<file path="src/rtl/bk_pkg.sv">
// rtl/bk_pkg.sv - shared width, prefix-tree types and the generate/propagate combine operator
package bk_pkg;

  localparam int BK_W = 16;

  typedef struct packed {
    logic g;
    logic p;
  } pg_t;

  // Everything the down-sweep needs, captured at the stage-1 register.
  typedef struct packed {
    pg_t [15:0] bit_pg;
    pg_t [7:0]  pair;
    pg_t        g3_0;
    pg_t        g7_4;
    pg_t        g7_0;
    pg_t        g11_8;
    pg_t        g15_8;
    pg_t        g15_0;
  } up_t;

  function automatic pg_t pg_combine(input pg_t hi, input pg_t lo);
    pg_t r;
    r.g = hi.g | (hi.p & lo.g);
    r.p = hi.p & lo.p;
    return r;
  endfunction

endpackage

</file>
<file path="src/rtl/bk_prefix16_split.sv">
// rtl/bk_prefix16_split.sv - 16-bit Brent-Kung prefix tree for a + ~b + 1, split into up-sweep and down-sweep
module bk_prefix16_split
  import bk_pkg::*;
(
  input  logic [15:0] a,
  input  logic [15:0] b,
  output up_t         up,
  input  up_t         st,
  output logic [15:0] diff,
  output logic        cout
);

  logic [15:0] bb;
  logic [15:0] c;
  pg_t         g11_0;
  pg_t         g13_0;
  pg_t         g5_0;
  pg_t         g9_0;
  logic        unused_st;

  assign bb = ~b;

  always_comb begin
    up = '0;
    for (int i = 0; i < 16; i++) begin
      up.bit_pg[i].p = a[i] ^ bb[i];
      up.bit_pg[i].g = a[i] & bb[i];
    end
    // The subtract carry-in of 1 is absorbed into bit 0's generate.
    up.bit_pg[0].g = (a[0] & bb[0]) | (a[0] ^ bb[0]);
    for (int k = 0; k < 8; k++) begin
      up.pair[k] = pg_combine(up.bit_pg[2*k+1], up.bit_pg[2*k]);
    end
    up.g3_0  = pg_combine(up.pair[1], up.pair[0]);
    up.g7_4  = pg_combine(up.pair[3], up.pair[2]);
    up.g7_0  = pg_combine(up.g7_4, up.g3_0);
    up.g11_8 = pg_combine(up.pair[5], up.pair[4]);
    up.g15_8 = pg_combine(pg_combine(up.pair[7], up.pair[6]), up.g11_8);
    up.g15_0 = pg_combine(up.g15_8, up.g7_0);
  end

  assign g5_0  = pg_combine(st.pair[2], st.g3_0);
  assign g9_0  = pg_combine(st.pair[4], st.g7_0);
  assign g11_0 = pg_combine(st.g11_8, st.g7_0);
  assign g13_0 = pg_combine(st.pair[6], g11_0);

  always_comb begin
    c     = '0;
    c[0]  = 1'b1;
    c[1]  = st.bit_pg[0].g;
    c[2]  = st.pair[0].g;
    c[3]  = pg_combine(st.bit_pg[2], st.pair[0]).g;
    c[4]  = st.g3_0.g;
    c[5]  = pg_combine(st.bit_pg[4], st.g3_0).g;
    c[6]  = g5_0.g;
    c[7]  = pg_combine(st.bit_pg[6], g5_0).g;
    c[8]  = st.g7_0.g;
    c[9]  = pg_combine(st.bit_pg[8], st.g7_0).g;
    c[10] = g9_0.g;
    c[11] = pg_combine(st.bit_pg[10], g9_0).g;
    c[12] = g11_0.g;
    c[13] = pg_combine(st.bit_pg[12], g11_0).g;
    c[14] = g13_0.g;
    c[15] = pg_combine(st.bit_pg[14], g13_0).g;
    for (int i = 0; i < 16; i++) begin
      diff[i] = st.bit_pg[i].p ^ c[i];
    end
  end

  assign cout = st.g15_0.g;

  // Up-sweep terms that only feed higher groups, never a bit carry.
  assign unused_st = ^{st.pair[1], st.pair[3], st.pair[5], st.pair[7], st.g7_4, st.g15_8,
                       st.g15_0.p, st.bit_pg[1].g, st.bit_pg[3].g, st.bit_pg[5].g,
                       st.bit_pg[7].g, st.bit_pg[9].g, st.bit_pg[11].g, st.bit_pg[13].g,
                       st.bit_pg[15].g};

endmodule

</file>
<file path="src/rtl/bk_subtractor_pipe.sv">
// rtl/bk_subtractor_pipe.sv - two-stage valid/ready pipelined 16-bit subtractor with borrow/ovf/zero flags
module bk_subtractor_pipe
  import bk_pkg::*;
#(
  parameter int WIDTH = BK_W
) (
  input  logic             clk,
  input  logic             rst,
  input  logic             in_valid,
  output logic             in_ready,
  input  logic [WIDTH-1:0] a,
  input  logic [WIDTH-1:0] b,
  output logic             out_valid,
  input  logic             out_ready,
  output logic [WIDTH-1:0] diff,
  output logic             borrow,
  output logic             ovf,
  output logic             zero
);

  generate
    if (WIDTH != BK_W) begin : g_bad_width
      $error("bk_subtractor_pipe: WIDTH must be %0d", BK_W);
    end
  endgenerate

  up_t             up_c;
  up_t             s1_up;
  logic            s1_v;
  logic            s1_a_msb;
  logic            s1_b_msb;
  logic            s2_v;
  logic [WIDTH-1:0] diff_c;
  logic            cout_c;
  logic            ovf_c;
  logic            s1_go;
  logic            s2_go;
  logic            accept;

  bk_prefix16_split u_prefix (
    .a    (a),
    .b    (b),
    .up   (up_c),
    .st   (s1_up),
    .diff (diff_c),
    .cout (cout_c)
  );

  assign s2_go     = !s2_v || out_ready;
  assign s1_go     = s1_v && s2_go;
  // Held low during reset so nothing is offered an accept it would lose.
  assign in_ready  = !rst && (!s1_v || s2_go);
  assign accept    = in_valid && in_ready;
  assign out_valid = s2_v;
  assign ovf_c     = (s1_a_msb ^ s1_b_msb) & (s1_a_msb ^ diff_c[WIDTH-1]);

  always_ff @(posedge clk or posedge rst) begin
    if (rst) begin
      s1_v     <= 1'b0;
      s1_up    <= '0;
      s1_a_msb <= 1'b0;
      s1_b_msb <= 1'b0;
    end else begin
      if (in_ready) begin
        s1_v <= in_valid;
      end
      if (accept) begin
        s1_up    <= up_c;
        s1_a_msb <= a[WIDTH-1];
        s1_b_msb <= b[WIDTH-1];
      end
    end
  end

  always_ff @(posedge clk or posedge rst) begin
    if (rst) begin
      s2_v   <= 1'b0;
      diff   <= '0;
      borrow <= 1'b0;
      ovf    <= 1'b0;
      zero   <= 1'b0;
    end else begin
      if (s2_go) begin
        s2_v <= s1_v;
      end
      if (s1_go) begin
        diff   <= diff_c;
        borrow <= ~cout_c;
        ovf    <= ovf_c;
        zero   <= (diff_c == '0);
      end
    end
  end

endmodule

</file>
<file path="config.mk">
export PLATFORM = sky130hd
export DESIGN_NAME = bk_subtractor_pipe
export DESIGN_NICKNAME = d
export VERILOG_FILES = /design/src/rtl/bk_pkg.sv /design/src/rtl/bk_prefix16_split.sv /design/src/rtl/bk_subtractor_pipe.sv
export SDC_FILE = /design/constraint.sdc
export NUM_CORES = 1
export LEC_CHECK = 0
export ABC_AREA = 1
export CAP_MARGIN = 5
export CORE_ASPECT_RATIO = 0.7
export CORE_MARGIN = 4
export CORE_UTILIZATION = 35
export DETAILED_ROUTE_END_ITERATION = 10
export HOLD_SLACK_MARGIN = 0.08
export SETUP_SLACK_MARGIN = 0.15
export SLEW_MARGIN = 20
export SYNTH_ARGS = -nofsm -noshare
export SYNTH_HDL_FRONTEND = slang
export SYNTH_SLANG_ARGS = --single-unit
</file>
<file path="constraint.sdc">
create_clock -name clk -period 4.8 [get_ports clk]
set_input_delay 0.72 -clock clk [delete_from_list [all_inputs] [get_ports clk]]
set_output_delay 0.72 -clock clk [all_outputs]
set_load 0.02 [all_outputs]
</file>
Yosys cells after proc, flatten, opt, wreduce, memory -nomap -nowiden. Cells that the tools add are included.

Bits of input ports: 36. Memory bits (writable): 0. Memories kept: 0. Memory bits (read-only): 0. Register bits: 59. Output and inout port bits: 21. Latch bits: 0.

Reduce and logical (&&, ||, !) cells: 9. Muxes and demuxes: 0. Order comparisons: 0. Eq/ne operators: 0. Bitwise operators: 117. Multiply operators: 0. Div/mod/pow operators: 0. Add/sub/neg operators: 0. Shifts and indexed selects: 0.

Operators with widths (count): AND 1 bit (54); bitwise XOR 1 bit (33); OR 1 bit (27); zero test 16 bit (1); NOT 16 bit (1); logical AND 1 bit (3); zero test 1 bit (3); logical OR 1 bit (2); NOT 1 bit (2).

Logic depth before layout (Yosys ltp).
Depth after elaboration: 11. Mapped depth: 11. Mapped depth without buffers: 11.

Cells and area by module. From an unflattened synthesis, not the netlist that was laid out.

Cells, all modules: 500. Area total of the unflattened synthesis: 4194.0 sq um.

Modules (own cells, without submodules): bk_subtractor_pipe (cells each 383, times used 1, area an instance 3443.3 sq um); bk_prefix16_split (cells each 117, times used 1, area an instance 750.7 sq um).

Worst setup path after synthesis. No wires, ideal clock.

Path kind: input port to output port. Start: input port rst. End: output port in_ready. Path buffers: 0. Data arrival time: 2324 ps. Data required time: 4080 ps. Setup slack: 1756 ps. Stages on the path: 3. Cell sequence: inv_1 -> nand2_2 -> inv_1.

Word-level cells in the longest chain between the ends: 2.

Ends and longest elaborated chain: from (decl) (RTL line bk_subtractor_pipe.sv:8) `input logic rst,`; zero test 1 bit (no source line); logical AND 1 bit (RTL line bk_subtractor_pipe.sv:52) `assign in_ready = !rst && (!s1_v || s2_go);`; to (decl) (RTL line bk_subtractor_pipe.sv:10) `output logic in_ready,`.

Every way passes these cells.

Final worst setup path.
Start: input port out_ready. End: output port in_ready.

Word-level cells in the longest chain between the ends: 3.

Ends and longest elaborated chain: from (decl) (RTL line bk_subtractor_pipe.sv:14) `input logic out_ready,`; logical OR 1 bit (RTL line bk_subtractor_pipe.sv:49) `assign s2_go = !s2_v || out_ready;`; logical OR 1 bit (RTL line bk_subtractor_pipe.sv:52); logical AND 1 bit (RTL line bk_subtractor_pipe.sv:52).

Every way passes these cells.

==> flow_results.xml <==
<?xml version="1.0" encoding="UTF-8"?>
<metrics>
  <group name="run_status">
    <metric name="outcome" unit="">finished, final reports clean</metric>
  </group>
  <group name="clock_network">
    <metric name="clock-root-buffer" unit="">clkbuf_16</metric>
    <metric name="clkSlewWorstSetupHoldPaths" unit="ns">0.05</metric>
    <metric name="cts_post_setup_buffers_inserted" unit="">0</metric>
    <metric name="postCtsResizedCells" unit="">0</metric>
    <metric name="count_of_h_tree_levels_built_during_cts" unit="">3</metric>
    <metric name="clock_sinks" unit="">59</metric>
    <metric name="buffer_levels_on_the_longest_clock_path" unit="">2</metric>
    <metric name="clock_buffer_count_from_cts" unit="">9</metric>
    <metric name="insertion_delay" unit="ns">0.32</metric>
    <metric name="tritoncts" unit="">built</metric>
    <metric name="cts_hold_buf" unit="">0</metric>
  </group>
  <group name="synthesis">
    <metric name="mappedNetlistArea" unit="sq mm">0.00300</metric>
    <metric name="synth.distinct_cells" unit="">26</metric>
    <metric name="synth_area_per_cell" unit="sq um">8.25</metric>
    <metric name="synth_edf_count" unit="">0</metric>
    <metric name="commonest_cells_in_the_synthesized_netlist" unit="">135 x nand2_1, 59 x dfrtp_1, 46 x inv_1, 26 x nor2_1, 25 x o21ai_0</metric>
    <metric name="synth.mux.area_fraction" unit="">0</metric>
    <metric name="yosys.area_share.adder" unit="">0.0958</metric>
    <metric name="dominant_combinational_cell_family_by_area_after_synthesis" unit="">simple AND/OR/NAND/NOR gates</metric>
    <metric name="synth_largest_type_area_fraction" unit="">0.491</metric>
    <metric name="synth_compound_gate_area_share" unit="">0.0929</metric>
    <metric name="synth-xor-area-share" unit="">0.00875</metric>
    <metric name="synth_fp_nets" unit="">423</metric>
    <metric name="synth-seq-cells" unit="">59</metric>
    <metric name="mapped_cells" unit="">364</metric>
    <metric name="yosysWarnings" unit="">0</metric>
    <metric name="ys_top_cells_by_area" unit="">dfrtp_1 49%, nand2_1 17%, ha_1 9.6%</metric>
    <metric name="synth_simple_gate_area_share" unit="">0.219</metric>
    <metric name="postSynth.topFlopCell" unit="">dfrtp_1</metric>
    <metric name="synth.yosys.seq_area_share" unit="">0.491</metric>
    <metric name="async_reset_ff_frac" unit="">1.00</metric>
    <metric name="library_cell_occupying_the_most_area_in_the_post_synthesis_netlist" unit="">dfrtp_1</metric>
    <metric name="synth.most_common_cell" unit="">nand2_1</metric>
  </group>
  <group name="grt">
    <metric name="pin_count_of_the_biggest_net_entering_global_routing" unit="">61</metric>
    <metric name="global_route.overflow_total" unit="">0</metric>
    <metric name="number_of_global_route_vias_before_repair" unit="">2252</metric>
    <metric name="grt_usage" unit="">0.135</metric>
    <metric name="grt_pass1_wl" unit="mm">11.0</metric>
    <metric name="antenna_found_initial" unit="">0</metric>
  </group>
  <group name="routing">
    <metric name="ant_nets" unit="">0</metric>
    <metric name="wl_per_cell" unit="um">12.1</metric>
    <metric name="drtIter0Drc" unit="">102</metric>
    <metric name="drt_drc_violations_left" unit="">0</metric>
    <metric name="vias_per_cell" unit="">4.49</metric>
    <metric name="dr.pass1.iters" unit="">4</metric>
    <metric name="routed_wirelength" unit="mm">6.40</metric>
    <metric name="num_vias" unit="">2365</metric>
  </group>
  <group name="critical_path">
    <metric name="critPathKind" unit="">input port to output pin</metric>
    <metric name="slowest_delay" unit="ns">0.61</metric>
    <metric name="r2r-end" unit="">ovf</metric>
    <metric name="crit_path_end_kind" unit="">output pin</metric>
    <metric name="reg2regPathDepth" unit="">9</metric>
    <metric name="crit-reg2reg-launch" unit="">s1_up[7]</metric>
    <metric name="crit_path_start_kind" unit="">input port</metric>
    <metric name="cp_data_arrival_time" unit="ns">2.07</metric>
    <metric name="critical_path_required" unit="ns">4.08</metric>
    <metric name="ff2ff_setup_slack" unit="ns">2.95</metric>
    <metric name="timing.critical_path.cells" unit="">clkdlybuf4s50_1 &gt; inv_1 &gt; nand3_2 &gt; nand2_2 &gt; inv_1 &gt; clkdlybuf4s50_1</metric>
    <metric name="slowest_stage" unit="">clkdlybuf4s50_1</metric>
    <metric name="crit_path_max_fanout" unit="">2</metric>
  </group>
  <group name="hold_path">
    <metric name="min_path_cells" unit="">2</metric>
    <metric name="worst_hold_startpoint" unit="">s1_up[25]</metric>
    <metric name="worstHoldPathType" unit="">flop to flop</metric>
    <metric name="min_to" unit="">s1_up[25]</metric>
  </group>
  <group name="sta">
    <metric name="skew" unit="ns">0.00554</metric>
    <metric name="unrepaired_setup_endpoints_after_global_routing" unit="">no</metric>
    <metric name="tns" unit="ns">0</metric>
    <metric name="fin_crit_sh" unit="">0.581</metric>
    <metric name="finalSetupViolations" unit="">0</metric>
    <metric name="tightestPinTransition" unit="ns">0.742</metric>
    <metric name="final_number_of_max_transition_violations" unit="">0</metric>
    <metric name="finalCriticalPeriod" unit="ns">2.79</metric>
    <metric name="setup_ws" unit="ns">2.01</metric>
    <metric name="maxSlewHeadroom" unit="">0.505</metric>
    <metric name="final_hold_viol_count" unit="">0</metric>
    <metric name="max_freq" unit="MHz">358</metric>
  </group>
  <group name="final_layout">
    <metric name="antennaDiodeCount" unit="">0</metric>
    <metric name="num-fill-cells" unit="">818</metric>
    <metric name="finish.cell_count_without_fillers" unit="">527</metric>
    <metric name="fraction_of_final_layout_cells_sized_beyond_drive_strength_1" unit="">0.0493</metric>
    <metric name="multiInputGateArea" unit="sq mm">0.00125</metric>
    <metric name="areaGrowthSynthToFinish" unit="%">28.9</metric>
    <metric name="area.sequential" unit="sq mm">0.00148</metric>
    <metric name="nNetsFinal" unit="">481</metric>
  </group>
  <group name="floorplan">
    <metric name="std_cell_rows" unit="">27</metric>
    <metric name="fp.coreArea" unit="sq mm">0.00811</metric>
    <metric name="dieHeight" unit="um">85.5</metric>
    <metric name="fp.dieArea" unit="sq mm">0.0102</metric>
    <metric name="ios" unit="">57</metric>
    <metric name="die-width" unit="um">119</metric>
    <metric name="initial_utilization" unit="">0.371</metric>
  </group>
  <group name="power_and_ir_drop">
    <metric name="fin_total_pwr" unit="mW">1.82</metric>
    <metric name="ir_worst_vdd" unit="mV">0.165</metric>
    <metric name="total_leakage_power" unit="nW">2.01</metric>
    <metric name="power_per_cell_area" unit="mW/mm^2">470</metric>
  </group>
  <group name="place">
    <metric name="placer_congestion_estimate" unit="">0.735</metric>
    <metric name="placedCellCount" unit="">512</metric>
    <metric name="dp_hpwl" unit="mm">4.87</metric>
    <metric name="place.port_buffers" unit="">56</metric>
    <metric name="dp_worst_setup_slack" unit="ns">1.99</metric>
  </group>
  <group name="flow_run">
    <metric name="number_of_max_capacitance_violations_reported" unit="">0</metric>
  </group>
</metrics>
==> area by class of cell <==
class                      count  area share
multi-input combinational    246       0.323
clock inverter                 3     0.00388
clock buffer                  12      0.0637
sequential                    59       0.381
tap                          101      0.0326
timing repair buffer          58       0.149
inverter                      48      0.0465
==> cells in the final DEF (no fill, tap or decap) <==
cell,n
nand3_2,1
buf_4,2
o21ai_1,7
a31oi_1,5
a21o_1,2
xor2_1,3
nand2_2,1
or2_0,1
nor2_1,26
clkbuf_1,2
o21ai_0,25
dfrtp_1,59
nor3_1,1
inv_2,3
a21oi_1,4
a21boi_0,1
clkdlybuf4s50_1,56
nand2_1,135
clkbuf_8,1
nand4_1,1
nand3_1,3
clkbuf_16,9
o211ai_1,1
o21bai_1,5
inv_1,45
clkinv_2,3
nor2_2,1
ha_1,23
==> metrics by stage <==
| stage | instance area (sq um) | hold slack, ns | utilization |
|---|---|---|---|
| floorplan | 3000 | 0.430 | - |
| detailed placement | 3610 | 0.468 | 0.445 |
| global placement | 3610 | 0.461 | 0.445 |
| CTS | 3870 | 0.480 | 0.478 |
| finish | 3870 | 0.477 | 0.478 |
| global route | 3870 | 0.501 | 0.478 |
==> flip-flops by register name, indices dropped and copies added, names as in the netlist <==
name	cells
ovf	1
zero	1
s1_v	1
s1_b_msb	1
borrow	1
s1_up	36
out_valid	1
s1_a_msb	1
diff	16
==> cells by family after synthesis <==
family | Yosys count
AND/OR/NAND/NOR | 170
buffers and inverters | 59
flip-flops | 59
AO/OA/AOI/OAI | 50
adder cells (fa/ha/maj) | 23
XOR/XNOR | 3
==> power by group <==
group	internal (mW)	switching [mW]	leakage, nW
combinational	0.249	0.309	1.15
clock	0.356	0.205	0.132
sequential	0.624	0.0775	0.733
total	1.23	0.591	2.01
==> worst max-delay path: cells and delay by family <==
family                 cells  cell delay, ns
buffers and inverters      4            1.22
AND/OR/NAND/NOR            2            0.14
==> worst max path at each step <==
stage               slack, ns  startpoint  endpoint
finish                   2.01   out_ready  in_ready
global placement         2.01   out_ready  in_ready
global route             1.92   out_ready  in_ready
floorplan                1.76         rst  in_ready
detailed placement       1.99   out_ready  in_ready
CTS                      1.97   out_ready  in_ready
==> per-layer routing <==
layer / wire length, um / global-route usage / up-vias
li1: - / - / 1245
met1: 3550 / 0.200 / 1059
met2: 2410 / 0.182 / 55
met3: 396 / 0.0541 / 6
met4: 43 / 0.0347 / 0
met5: 0 / 0 / -
Note: power is estimated with default switching activity, not from simulation.
